`config.mk`:
```
export PLATFORM = sky130hd
export DESIGN_NAME = cond_branch_unit_flat
export DESIGN_NICKNAME = d
export VERILOG_FILES = /design/src/rtl/cond_pkg.sv /design/src/rtl/cond_branch_unit_if.sv /design/src/rtl/cond_branch_unit_status_reg.sv /design/src/rtl/cond_branch_unit.sv /design/src/flat_wrapper.sv
export SDC_FILE = /design/constraint.sdc
export NUM_CORES = 1
export LEC_CHECK = 0
export CAP_MARGIN = 20
export CORE_UTILIZATION = 44
export DETAILED_ROUTE_END_ITERATION = 10
export PLACE_DENSITY_LB_ADDON = 0.1
export SLEW_MARGIN = 20
export SYNTH_ARGS = -nofsm -noshare
export SYNTH_HDL_FRONTEND = slang
export SYNTH_SLANG_ARGS = --single-unit
```
`constraint.sdc`:
```
create_clock -name clk -period 6.15 [get_ports clk]
set_clock_uncertainty 0.2 [all_clocks]
set_input_delay 0.615 -clock clk [delete_from_list [all_inputs] [get_ports clk]]
set_output_delay 0.615 -clock clk [all_outputs]
set_load 0.05 [all_outputs]
```
`src/rtl/cond_pkg.sv`:
```
// cond_pkg: condition-code constants, resolver FSM states and condition helpers
// shared by the conditional branch unit.
package cond_pkg;
  localparam logic [2:0] COND_B  = 3'd0;
  localparam logic [2:0] COND_EQ = 3'd1;
  localparam logic [2:0] COND_NE = 3'd2;
  localparam logic [2:0] COND_LT = 3'd3;
  localparam logic [2:0] COND_LE = 3'd4;
  typedef enum logic [1:0] {IDLE, WAIT, EVAL} state_e;
  function automatic logic cond_met(input logic [2:0] c, input logic z, input logic n, input logic v);
    return c == COND_B  ? 1'b1 :
           c == COND_EQ ? z :
           c == COND_NE ? !z :
           c == COND_LT ? n ^ v :
           c == COND_LE ? (n ^ v) | z : 1'b0;
  endfunction
  function automatic logic cond_legal(input logic [2:0] c);
    return c <= COND_LE;
  endfunction
endpackage

```
`src/rtl/cond_branch_unit_if.sv`:
```
// cond_branch_unit_if: branch resolve request/acknowledge bus between
// the requester (master) and the branch unit (slave).
interface cond_branch_unit_if #(
  parameter int PC_W = 9
);
  logic            br_req;
  logic [2:0]      br_cond;
  logic [PC_W-1:0] pc;
  logic [15:0]     sximm8;
  logic            br_ack;
  logic            taken;
  logic [PC_W-1:0] next_pc;
  logic            err;
  modport master (output br_req, br_cond, pc, sximm8, input br_ack, taken, next_pc, err);
  modport slave  (input br_req, br_cond, pc, sximm8, output br_ack, taken, next_pc, err);
endinterface

```
`src/rtl/cond_branch_unit_status_reg.sv`:
```
// status_reg: Z/N/V status flags, loaded from the ALU when loads is high.
module status_reg (
  input  logic clk,
  input  logic reset,
  input  logic loads,
  input  logic Z_in,
  input  logic N_in,
  input  logic ovf_in,
  output logic Z,
  output logic N,
  output logic V
);
  logic [2:0] flags_q;
  always_ff @(posedge clk or posedge reset)
    if (reset) flags_q <= '0;
    else if (loads) flags_q <= {Z_in, N_in, ovf_in};
  assign {Z, N, V} = flags_q;
endmodule

```
`src/rtl/cond_branch_unit.sv`:
```
// cond_branch_unit: resolves conditional branches against the registered ALU flags.
// Define COND_BRANCH_ILLEGAL_TRAP_EN to raise err on illegal condition codes.
module cond_branch_unit
  import cond_pkg::*;
#(
  parameter int PC_W = 9
) (
  input  logic clk,
  input  logic reset,
  input  logic Z_in,
  input  logic N_in,
  input  logic ovf_in,
  input  logic loads,
  input  logic flag_pend,
  output logic Z,
  output logic N,
  output logic V,
  cond_branch_unit_if.slave br
);
  state_e          state_q, state_d;
  logic            taken_q, taken_d, err_q, err_d, stall;
  logic [PC_W-1:0] next_pc_q, next_pc_d;
  status_reg u_status (.clk, .reset, .loads, .Z_in, .N_in, .ovf_in, .Z, .N, .V);
  assign stall     = flag_pend | loads;
  assign taken_d   = cond_met(br.br_cond, Z, N, V);
  assign next_pc_d = br.pc + PC_W'(1) + (taken_d ? br.sximm8[PC_W-1:0] : '0);
`ifdef COND_BRANCH_ILLEGAL_TRAP_EN
  assign err_d = !cond_legal(br.br_cond);
`else
  assign err_d = 1'b0;
`endif
  always_ff @(posedge clk or posedge reset)
    if (reset) state_q <= IDLE;
    else state_q <= state_d;
  always_comb
    state_d = state_q == IDLE ? (br.br_req ? (stall ? WAIT : EVAL) : IDLE) :
              state_q == WAIT ? (stall ? WAIT : EVAL) : IDLE;
  // Result is captured on entry to EVAL, so flag loads during EVAL cannot disturb it
  always_ff @(posedge clk or posedge reset)
    if (reset) begin
      taken_q   <= 1'b0;
      next_pc_q <= '0;
      err_q     <= 1'b0;
    end else if (state_d == EVAL) begin
      taken_q   <= taken_d;
      next_pc_q <= next_pc_d;
      err_q     <= err_d;
    end
  always_comb begin
    br.br_ack  = state_q == EVAL;
    br.taken   = taken_q;
    br.next_pc = next_pc_q;
    br.err     = err_q;
  end
endmodule

```
`src/flat_wrapper.sv`:
```
// flat-port wrapper written by rule: the top's interface ports become plain ports
module cond_branch_unit_flat import cond_pkg::*;
#(
  parameter int PC_W = 9
)
  (clk, reset, Z_in, N_in, ovf_in, loads, flag_pend, Z, N, V, br_br_req, br_br_cond, br_pc, br_sximm8, br_br_ack, br_taken, br_next_pc, br_err);
  cond_branch_unit_if #(.PC_W(PC_W)) br_i ();
  input  logic clk;
  input  logic reset;
  input  logic Z_in;
  input  logic N_in;
  input  logic ovf_in;
  input  logic loads;
  input  logic flag_pend;
  output logic Z;
  output logic N;
  output logic V;
  input wire logic [$bits(br_i.br_req)-1:0] br_br_req;
  input wire logic [$bits(br_i.br_cond)-1:0] br_br_cond;
  input wire logic [$bits(br_i.pc)-1:0] br_pc;
  input wire logic [$bits(br_i.sximm8)-1:0] br_sximm8;
  output wire logic [$bits(br_i.br_ack)-1:0] br_br_ack;
  output wire logic [$bits(br_i.taken)-1:0] br_taken;
  output wire logic [$bits(br_i.next_pc)-1:0] br_next_pc;
  output wire logic [$bits(br_i.err)-1:0] br_err;
  assign br_i.br_req = br_br_req;
  assign br_i.br_cond = br_br_cond;
  assign br_i.pc = br_pc;
  assign br_i.sximm8 = br_sximm8;
  assign br_br_ack = br_i.br_ack;
  assign br_taken = br_i.taken;
  assign br_next_pc = br_i.next_pc;
  assign br_err = br_i.err;
  cond_branch_unit #(.PC_W(PC_W)) u_core (.clk(clk), .reset(reset), .Z_in(Z_in), .N_in(N_in), .ovf_in(ovf_in), .loads(loads), .flag_pend(flag_pend), .Z(Z), .N(N), .V(V), .br(br_i));
endmodule
```
# After elaboration in Yosys (flattened, before gate mapping)
# Cells that the tools add are included.
[classes]
add_sub_neg = 2
eq_ne = 7
muxes = 10
bitwise = 3
reduce_logical = 3
[ops]
columns = ["operator", "n"]
rows = [
  ["$add 9x1->9 const B", 1],
  ["$add 9x9->9", 1],
  ["$mux 9", 1],
  ["$mux 2", 4],
  ["$eq 3x2->1 const B", 2],
  ["$mux 1", 5],
  ["$eq 2x2->1 const B", 2],
  ["$eq 3x1->1 const B", 1],
  ["$eq 3x3->1 const B", 1],
  ["$logic_not 3->1", 1],
  ["$eq 2x1->1 const B", 1],
  ["$logic_not 2->1", 1],
  ["$or 1x1->1", 2],
  ["$logic_not 1->1", 1],
  ["$xor 1x1->1", 1],
]
[totals]
regBits = 15
input_bits = 36
word_cells = 29

# Depth between registers and ports, before layout
# Gate-level depths: netlist of run 1.
[logic_depth]
ltp_word = 9
depth_mapped = 15

# Cells and area by module
# A second synthesis of run 1 with hierarchy kept.
[unflattened]
cells_unflattened = 116
area_unflattened_um2 = 1082.3
[by_module_without_submodules]
columns = ["module", "n_inst", "cells_each", "area_per_inst_um2", "seq_area_each_um2"]
rows = [
  ["cond_branch_unit", 1, 109, 969.7, 300.3],
  ["status_reg", 1, 7, 112.6, 75.1],
]

# Worst setup path before layout of run 1
# No wires, ideal clock.
[synth_path]
kind = "register -> register"
startpoint = "reg u_core.u_status.flags_q[0]"
endpoint = "reg u_core.next_pc_q[5] (netlist: u_core.br.next_pc[5])"
arrival_time_ns = 2.842
t_required_ns = 5.855
path_slack_ns = 3.013
path_stages_with_launch = 13
synth_period_minus_slack_ns = 3.137
cell_sequence = "dfrtp_1 -> xor2_2 -> nand2_1 -> and3_4 -> o31ai_4 -> and2_1 -> ha_1 -> nor2b_1 -> o21a_1 -> o21a_1 -> o21a_1 -> o21a_1 -> o31ai_1"
[synth_between]
elab_chain_cells = 9
[synth_rtl]
columns = ["item", "line", "rtl"]
rows = [
  ["from (decl)", "cond_branch_unit_status_reg.sv:13", "logic [2:0] flags_q;"],
  ["from (signal assigned)", "cond_branch_unit_status_reg.sv:16", "else if (loads) flags_q <= {Z_in, N_in, ovf_in};"],
  ["$xor 1x1->1 *", "cond_pkg.sv:14, cond_pkg.sv:15", ""],
  ["$or 1x1->1", "cond_pkg.sv:15", "c == COND_LE ? (n ^ v) | z : 1'b0;"],
  ["$mux 1", "cond_pkg.sv:15", ""],
  ["$mux 1 *", "cond_pkg.sv:14", "c == COND_LT ? n ^ v :"],
  ["$mux 1 *", "cond_pkg.sv:13", "c == COND_NE ? !z :"],
  ["$mux 1 *", "cond_pkg.sv:12", "c == COND_EQ ? z :"],
  ["$mux 1 *", "cond_pkg.sv:11", "return c == COND_B ? 1'b1 :"],
  ["$mux 9 *", "cond_branch_unit.sv:26", "assign next_pc_d = br.pc + PC_W'(1) + (taken_d ? br.sximm8[PC_W-1:0] : '0);"],
  ["$add 9x9->9 *", "cond_branch_unit.sv:26", ""],
  ["to (signal assigned)", "cond_branch_unit.sv:46", "next_pc_q <= next_pc_d;"],
  ["to (decl)", "cond_branch_unit.sv:22", "logic [PC_W-1:0] next_pc_q, next_pc_d;"],
]
# Every way passes the cells marked *; elsewhere a longest branch is shown, timed or not.
# A chain may end at the register's enable or synchronous reset.

# Worst setup path in the final report of run 1
[layout_path]
startpoint = "in br_br_cond[0]"
endpoint = "reg u_core.next_pc_q[5] (netlist: u_core.br.next_pc[5])"
[layout_between]
elab_chain_cells = 8
word_cells_on_any_way = 12
cone_classes = "add/sub: 1; eq/ne: 4; mux: 6; reduce/logical: 1"
[layout_rtl]
columns = ["item", "line", "rtl"]
rows = [
  ["from (decl)", "flat_wrapper.sv:19", "input wire logic [$bits(br_i.br_cond)-1:0] br_br_cond;"],
  ["$eq 3x3->1", "cond_pkg.sv:15", ""],
  ["$mux 1", "cond_pkg.sv:15", ""],
  ["$mux 1", "cond_pkg.sv:14", ""],
  ["$mux 1", "cond_pkg.sv:13", ""],
  ["$mux 1", "cond_pkg.sv:12", ""],
  ["$mux 1 *", "cond_pkg.sv:11", ""],
  ["$mux 9 *", "cond_branch_unit.sv:26", ""],
  ["$add 9x9->9 *", "cond_branch_unit.sv:26", ""],
]
# Marks and branches as above.

==> results of run 1 <==
==> layer usage <==
layer,share of wire (%),track usage (%)
met2,49,34.4
met4,0.69,6.76
met5,0,0
met3,5.9,2.92
met1,44,24.0
==> flip-flops by register name, indices dropped and copies added (netlist names) <==
name,count
u_core.u_status.flags_q,3
u_core.br.next_pc,9
u_core.br.taken,1
u_core.state_q,2
==> kinds of logic (layout without fill, tap and decap cells) <==
logic type | count (synthesis) | after routing | share of synthesized area, %
other | 1 | 1 | 0.347
AO/OA/AOI/OAI | 26 | 26 | 16.9
AND/OR/NAND/NOR | 44 | 44 | 23.6
flip-flops | 15 | 15 | 34.7
multiplexers | 4 | 4 | 4.17
buffers and inverters | 9 | 52 | 3.59
XOR/XNOR | 6 | 6 | 5.56
adder cells (fa/ha/maj) | 9 | 9 | 11.1
==> tightest hold or removal path, stage by stage, from the launching register on <==
cell	delay, ps
dfrtp_1	350
nand2_1	50
nand2_1	50
==> cells in the final DEF, fill, tap and decap left out, types with 2 or more instances in the layout <==
cell type        instances
nor4b_1                  2
o21ai_1                  7
dfrtp_1                 15
ha_1                     8
and2_1                   7
nor3_1                   2
mux2_2                   3
inv_1                    6
nand3_1                  2
clkdlybuf4s50_1         42
a21oi_1                  3
or3_1                    2
nor3b_1                  2
xnor2_1                  4
nand2_1                 14
o31ai_1                  2
nor2b_1                  2
o21a_1                   5
clkbuf_4                 3
nor2_1                   5
==> layout make-up <==
class / instances / area, um^2
clock buffer: 3 / 22.5
tap: 28 / 35.0
clock inverter: 1 / 7.51
sequential: 15 / 375
timing repair buffer: 42 / 420
multi-input combinational: 90 / 667
fill: 201 / 704
inverter: 6 / 22.5
==> report_power, final <==
| part | leakage (nW) | switching (W) | internal (W) |
|---|---|---|---|
| clock | 0.0139 | 0.0000341 | 0.0000247 |
| combinational | 0.462 | 0.000139 | 0.0000915 |
| sequential | 0.184 | 0.0000147 | 0.000122 |
==> stage by stage <==
step	total power [W]	util, %	hold slack, ps	std cells	area (um^2)
4_1_cts	0.000429	68.8	285	185	1550
6_report	0.000426	68.8	282	185	1550
3_3_place_gp	0.000365	67.4	259	181	1520
3_5_place_dp	0.000370	67.4	263	181	1520
2_1_floorplan	0.000288	-	293	114	1080
5_1_grt	0.000450	68.8	296	185	1550
==> worst paths after layout <==
check	endpoint	start	slack (ps)	depth (start not counted)
worst max-delay path	u_core.br.next_pc[5]	br_br_cond[0]	2780	12
worst min-delay path	u_core.br.next_pc[1]	u_core.br.next_pc[1]	280	2
worst max register to register	u_core.br.next_pc[5]	u_core.u_status.flags_q[0]	2940	12
worst min register to register	u_core.br.next_pc[1]	u_core.br.next_pc[1]	280	2
max in group asynchronous	u_core.br.next_pc[0]	reset	4910	2
min in group asynchronous	u_core.state_q[1]	reset	470	2
==> results.md, run 1 <==
* Maxcap violations at 0
* CTS clk-pin slew, worst paths at 100 ps
* Core box area at 0.00225 mm^2
* Row cnt at 17
* Initial antenna violation count at 0
* Htree depth at 1
* Maximum vdd drop at 0.000169 V
* RSZ-0062 raised after global routing: false
* Slowest-stage cell, CP: clkdlybuf4s50_1
* Top-level port count at 51
* Die area at 0.00266 mm^2
* Max Clock Freq at 0.296 GHz
* Critical path cell sequence: clkdlybuf4s50_1 > nand2_1 > and3_4 > o31ai_4 > and2_1 > ha_1 > nor2b_1 > o21a_1 > o21a_1 > o21a_1 > o21a_1 > o31ai_1
* Register area share after synthesis at 34.7%
* Slew headroom at 55.9%
* Yosys cell types at 41
* Vias/cell at 5.23
* Global-route wire length before repair at 3.87 mm
* Leak Pwr at 0.660 nW
* Post-synth ARST share at 100%
* Setup Fix Bufs, Post-CTS at 0
* Die height at 51.6 um
* Net count after synthesis at 159
* Remaining DRCs at 0
* Detailed placer's ending HPWL at 1.80 mm
* Status: complete, no violations
* Setup Viol. Count Final at 0
* Synth Instances at 114
* FF+latch count, synth at 15
* Most common cell on crit path: o21a_1
* Most numerous cell in the Yosys netlist: dfrtp_1
* CTS sink count at 15
* Pre-CTS WS at 2410 ps
* Post-Syn Area per Cell at 9.48 um^2
* Cell area after synthesis at 0.00108 mm^2
* Pwr Density at 274 mW/mm^2
* Post-CTS Hold Buffers at 0
* CTS tree: built
* Crit path launch type: input port
* Nets at 203
* Post-route minimum period at 3370 ps
* Final TNS setup at 0 ps
* Yosys warnings at 0
* Ant. Diodes at 0
* Starting density of the core at 47.9%
* Setup Crit Path Kind: input port to flip-flop
* Top delay family on crit path: compound AO/OA/AOI/OAI gates
* Worst Setup End Kind: flip-flop
* Largest net degree at the start of global routing at 22
* Worst Path Max Fanout at 9
* Crit path buf inv count at 1
* Final Hold Viols at 0
* Clock Path Buffers at 2
* P&R area growth vs syn at 43.4%
* Global route overflow at 0
* Slowest stage delay, CP at 560 ps
* Vias in the first global route at 920
* Skew-Pair Late Insertion Delay at 290 ps
* Post-synth EDFFs at 0
* Resized cells post-CTS at 0
* Post-synth top area share at 34.7%
* Share of post-route cells with drive strength above 1 at 7.01%
* Root buffer cell: clkbuf_4
* Worst-Margin Slew at 661 ps
* Final worst setup slack at 2780 ps
* 1st-iter DRT viols at 14
* Main synth FF type: dfrtp_1
* Final wirelength at 2.32 mm
* Worst path arrival time at 3380 ps
* Dominant cell type by area after synthesis: dfrtp_1
* Final Max Tran Viols at 0
* Fin crit share at 54.9%
* TritonRoute pass-1 iters at 4
* Synth top area cells: dfrtp_1 (35%), ha_1 (9.3%), nand2_1 (4.9%), and2_1 (4.1%), o21a_1 (3.5%)
* Wirelength per Cell at 12.5 um
* Via count at 968
* Total GRT Usage at 19.5%
* Post-synth top cells: dfrtp_1 (15), nand2_1 (14), ha_1 (8)
* Port-buffer cells at 42
* Placer congestion estimate at 0.716
* Critical path required time at 6150 ps
* Num CTS Buffers at 3
* Post-DRT Antenna Nets at 0
* Hold Path Class: flip-flop to flip-flop
* Die width at 51.6 um
Note: power is estimated with default switching activity, not from simulation.
==> run 2: changes to the inputs <==
--- a/config.mk
+++ b/config.mk
@@ -6,7 +6,7 @@
 export NUM_CORES = 1
 export LEC_CHECK = 0
 export CAP_MARGIN = 20
-export CORE_UTILIZATION = 44
+export CORE_UTILIZATION = 41
 export DETAILED_ROUTE_END_ITERATION = 10
 export PLACE_DENSITY_LB_ADDON = 0.1
 export SLEW_MARGIN = 20
==> constraint.sdc (replaced) <==
create_clock -name clk -period 3.25 [get_ports clk]
set_clock_uncertainty 0.2 [all_clocks]
set_input_delay 0.325 -clock clk [delete_from_list [all_inputs] [get_ports clk]]
set_output_delay 0.325 -clock clk [all_outputs]
set_load 0.05 [all_outputs]
==> run 2 against run 1 <==
Net effect: highest routed layer unchanged; cell count grew 2.7%; sequential share of layout area shrank 0.33 points; first-iteration DRC count shrank 50%; largest cell class unchanged.
==> results.md, run 2 (same netlist as run 1, synthesis figures left out) <==
* Worst Path Max Fanout at 5 (-4)
* Critical path cell sequence: xor2_2 > nand2_1 > and3_4 > o31ai_4 > and2_1 > ha_1 > nor2b_1 > o21a_1 > o21a_1 > o211ai_1 > a2111oi_0 > nand3b_1
* Sw Share at 42.9% (-1.2 points)
* Die area at 0.00285 mm^2 (+7.0%)
* CTS tree: built
* Internal power at 0.000456 W (+92%)
* Final Max Tran Viols at 0 (unchanged)
* RSZ-0062 raised after global routing: false
* Setup Fix Bufs, Post-CTS at 0 (unchanged)
* Largest net degree at the start of global routing at 22 (unchanged)
* Combinational share of power at 54.8% (+0.7 points)
* Status: complete, no violations
* Final TNS setup at 0 ps (unchanged)
* Post-route minimum period at 3020 ps
* Inst Count DP at 186 (+2.8%)
* Share of post-route cells with drive strength above 1 at 8.13% (+1.1 points)
* Resized cells post-CTS at 0 (unchanged)
* Detailed placer's ending HPWL at 1.84 mm (+1.8%)
* Vias in the first global route at 880 (-4.3%)
* Post-DRT Antenna Nets at 0 (unchanged)
* Power share of the sequential group at 32.3% (+0.3 points)
* Placer congestion estimate at 0.743 (+3.8%)
* Die width at 53.4 um (+3.5%)
* Global-route wire length before repair at 3.45 mm (-11%)
* Switch Pwr at 0.000343 W (+83%)
* Leak Pwr at 0.675 nW (+2.4%)
* Vias/cell at 5.10 (-2.5%)
* P&R area growth vs syn at 45.4%
* Maxcap violations at 0 (unchanged)
* Maximum vdd drop at 0.000300 V (+78%)
* CTS sink count at 15 (unchanged)
* Fillers at 209 (+4.0%)
* Worst path arrival time at 2990 ps (-390 ps)
* Global route overflow at 0 (unchanged)
* Crit path buf inv count at 0 (-1)
* TritonRoute pass-1 iters at 4 (unchanged)
* Final wirelength at 2.20 mm (-5.2%)
* Total power at 0.000799 W (+88%)
* Remaining DRCs at 0 (unchanged)
* Slowest stage delay, CP at 420 ps (-140 ps)
* Final non-filler cell total at 190 (+2.7%)
* 1st-iter DRT viols at 7 (-7)
* Commonest non-fill, non-tap cell in the layout: clkdlybuf4s50_1
* Hold Path Class: input port to async pin
* Ant. Diodes at 0 (unchanged)
* Max Clock Freq at 0.331 GHz
* Row cnt at 18 (+1)
* Number of flip-flops in the largest register at 9 (unchanged)
* Clock Path Buffers at 2 (unchanged)
* Initial antenna violation count at 0 (unchanged)
* Worst Setup End Kind: flip-flop
* Crit path launch type: flip-flop
* Post-route cell area at 0.00157 mm^2 (+1.4%)
* Root buffer cell: clkbuf_4
* Worst-Margin Slew at 638 ps (-22.6 ps)
* Clock Power Share at 12.9% (-0.9 points)
* CTS clk-pin slew, worst paths at 90 ps (about the same)
* Fin crit share at 93.0%
* Slowest-stage cell, CP: dfrtp_1
* Final Hold Viols at 0 (unchanged)
* Starting density of the core at 43.6% (-4.3 points)
* Slew headroom at 57.4% (+1.5 points)
* Reg2reg setup slack at 230 ps (-2710 ps)
* Htree depth at 1 (unchanged)
* Pwr Density at 508 mW/mm^2 (+85%)
* Nets at 206 (+1.5%)
* Top-level port count at 51 (unchanged)
* Top delay family on crit path: compound AO/OA/AOI/OAI gates
* Post-DP Area at 0.00155 mm^2 (+1.6%)
* Wirelength per Cell at 11.6 um (-7.7%)
* Most common cell on crit path: o21a_1
* Via count at 969 (+0.10%)
* Core box area at 0.00248 mm^2 (+9.9%)
* Die height at 53.4 um (+3.5%)
* Most frequent cells in the layout: clkdlybuf4s50_1 (42), dfrtp_1 (15), nand2_1 (14), ha_1 (8)
* Total GRT Usage at 16.8% (-2.7 points)
* Skew-Pair Late Insertion Delay at 270 ps (-20 ps)
* Critical path required time at 3210 ps (-2940 ps)
* Num CTS Buffers at 3 (unchanged)
* Setup Viol. Count Final at 0 (unchanged)
* Setup Crit Path Kind: flip-flop to flip-flop
* Port-buffer cells at 42 (unchanged)
==> run 2: changes by cell type in the layout (fill, tap and decap cells not counted) <==
cell	previous run	this run
clkinvlp_4	1	0
buf_4	0	3
clkbuf_1	0	1
==> run 2: cell type report <==
class / instances / area [um^2] / share of cell area [%]
Clock buffer: 4 / 26.3 / 1.67
Inverter: 6 / 22.5 / 1.43
Multi-Input combinational cell: 90 / 667 / 42.4
Sequential cell: 15 / 375 / 23.9
Tap cell: 30 / 37.5 / 2.39
Timing Repair Buffer: 45 / 443 / 28.2
==> run 2: worst paths after layout <==
path | cells past startpoint | start | to
setup / recovery | 12 | u_core.u_status.flags_q[1] | u_core.br.next_pc[7]
hold / removal | 2 | reset | u_core.br.taken
setup reg to reg | 12 | u_core.u_status.flags_q[1] | u_core.br.next_pc[7]
hold reg to reg | 2 | u_core.br.next_pc[1] | u_core.br.next_pc[1]
max in group asynchronous | 2 | reset | u_core.u_status.flags_q[1]
min in group clk | 2 | u_core.br.next_pc[1] | u_core.br.next_pc[1]
==> run 2: stage by stage <==
| stage | hold slack, ps | utilization (%) | worst slack (ps) |
|---|---|---|---|
| 6_report | 196 | 63.4 | 229 |
| 5_1_grt | 265 | 63.4 | 6.97 |
| 4_1_cts | 209 | 63.4 | 199 |
| 3_5_place_dp | 266 | 62.4 | 24.6 |
| 3_3_place_gp | 261 | 62.4 | 48.7 |
| 2_1_floorplan | 26.5 | - | 113 |
==> run 2: power by group through the flow <==
stage               Combinational (W)  Clock (W)  Sequential (W)
floorplan                    0.000138          0        0.000407
global placement             0.000436          0        0.000260
detailed placement           0.000441          0        0.000263
CTS                          0.000442   0.000108        0.000259
global route                 0.000470   0.000114        0.000264
finish                       0.000438   0.000103        0.000258
==> run 2: metal layers <==
layer | vias to the layer above | share of wire [%] | global-route usage (%)
li1 | 497 | - | -
met1 | 441 | 42 | 17.6
met2 | 29 | 51 | 30.6
met3 | 2 | 6.3 | 6.61
met4 | 0 | 0.59 | 4.39
met5 | - | 0 | 0
==> run 2: timing repair <==
| action | in CTS | in global routing |
|---|---|---|
| hold buffers | 0 | 0 |
| endpoints found under the hold margin | 0 | 0 |
| setup endpoints to repair | 0 | 1 |
==> run 2: worst reg2reg max path, cell delays in order (launching register included) <==
cell and delay [ps]:
dfrtp_1 420, xor2_2 280, nand2_1 90, and3_4 190
o31ai_4 270, and2_1 190, ha_1 230, nor2b_1 130
o21a_1 180, o21a_1 200, o211ai_1 220, a2111oi_0 130
nand3b_1 200
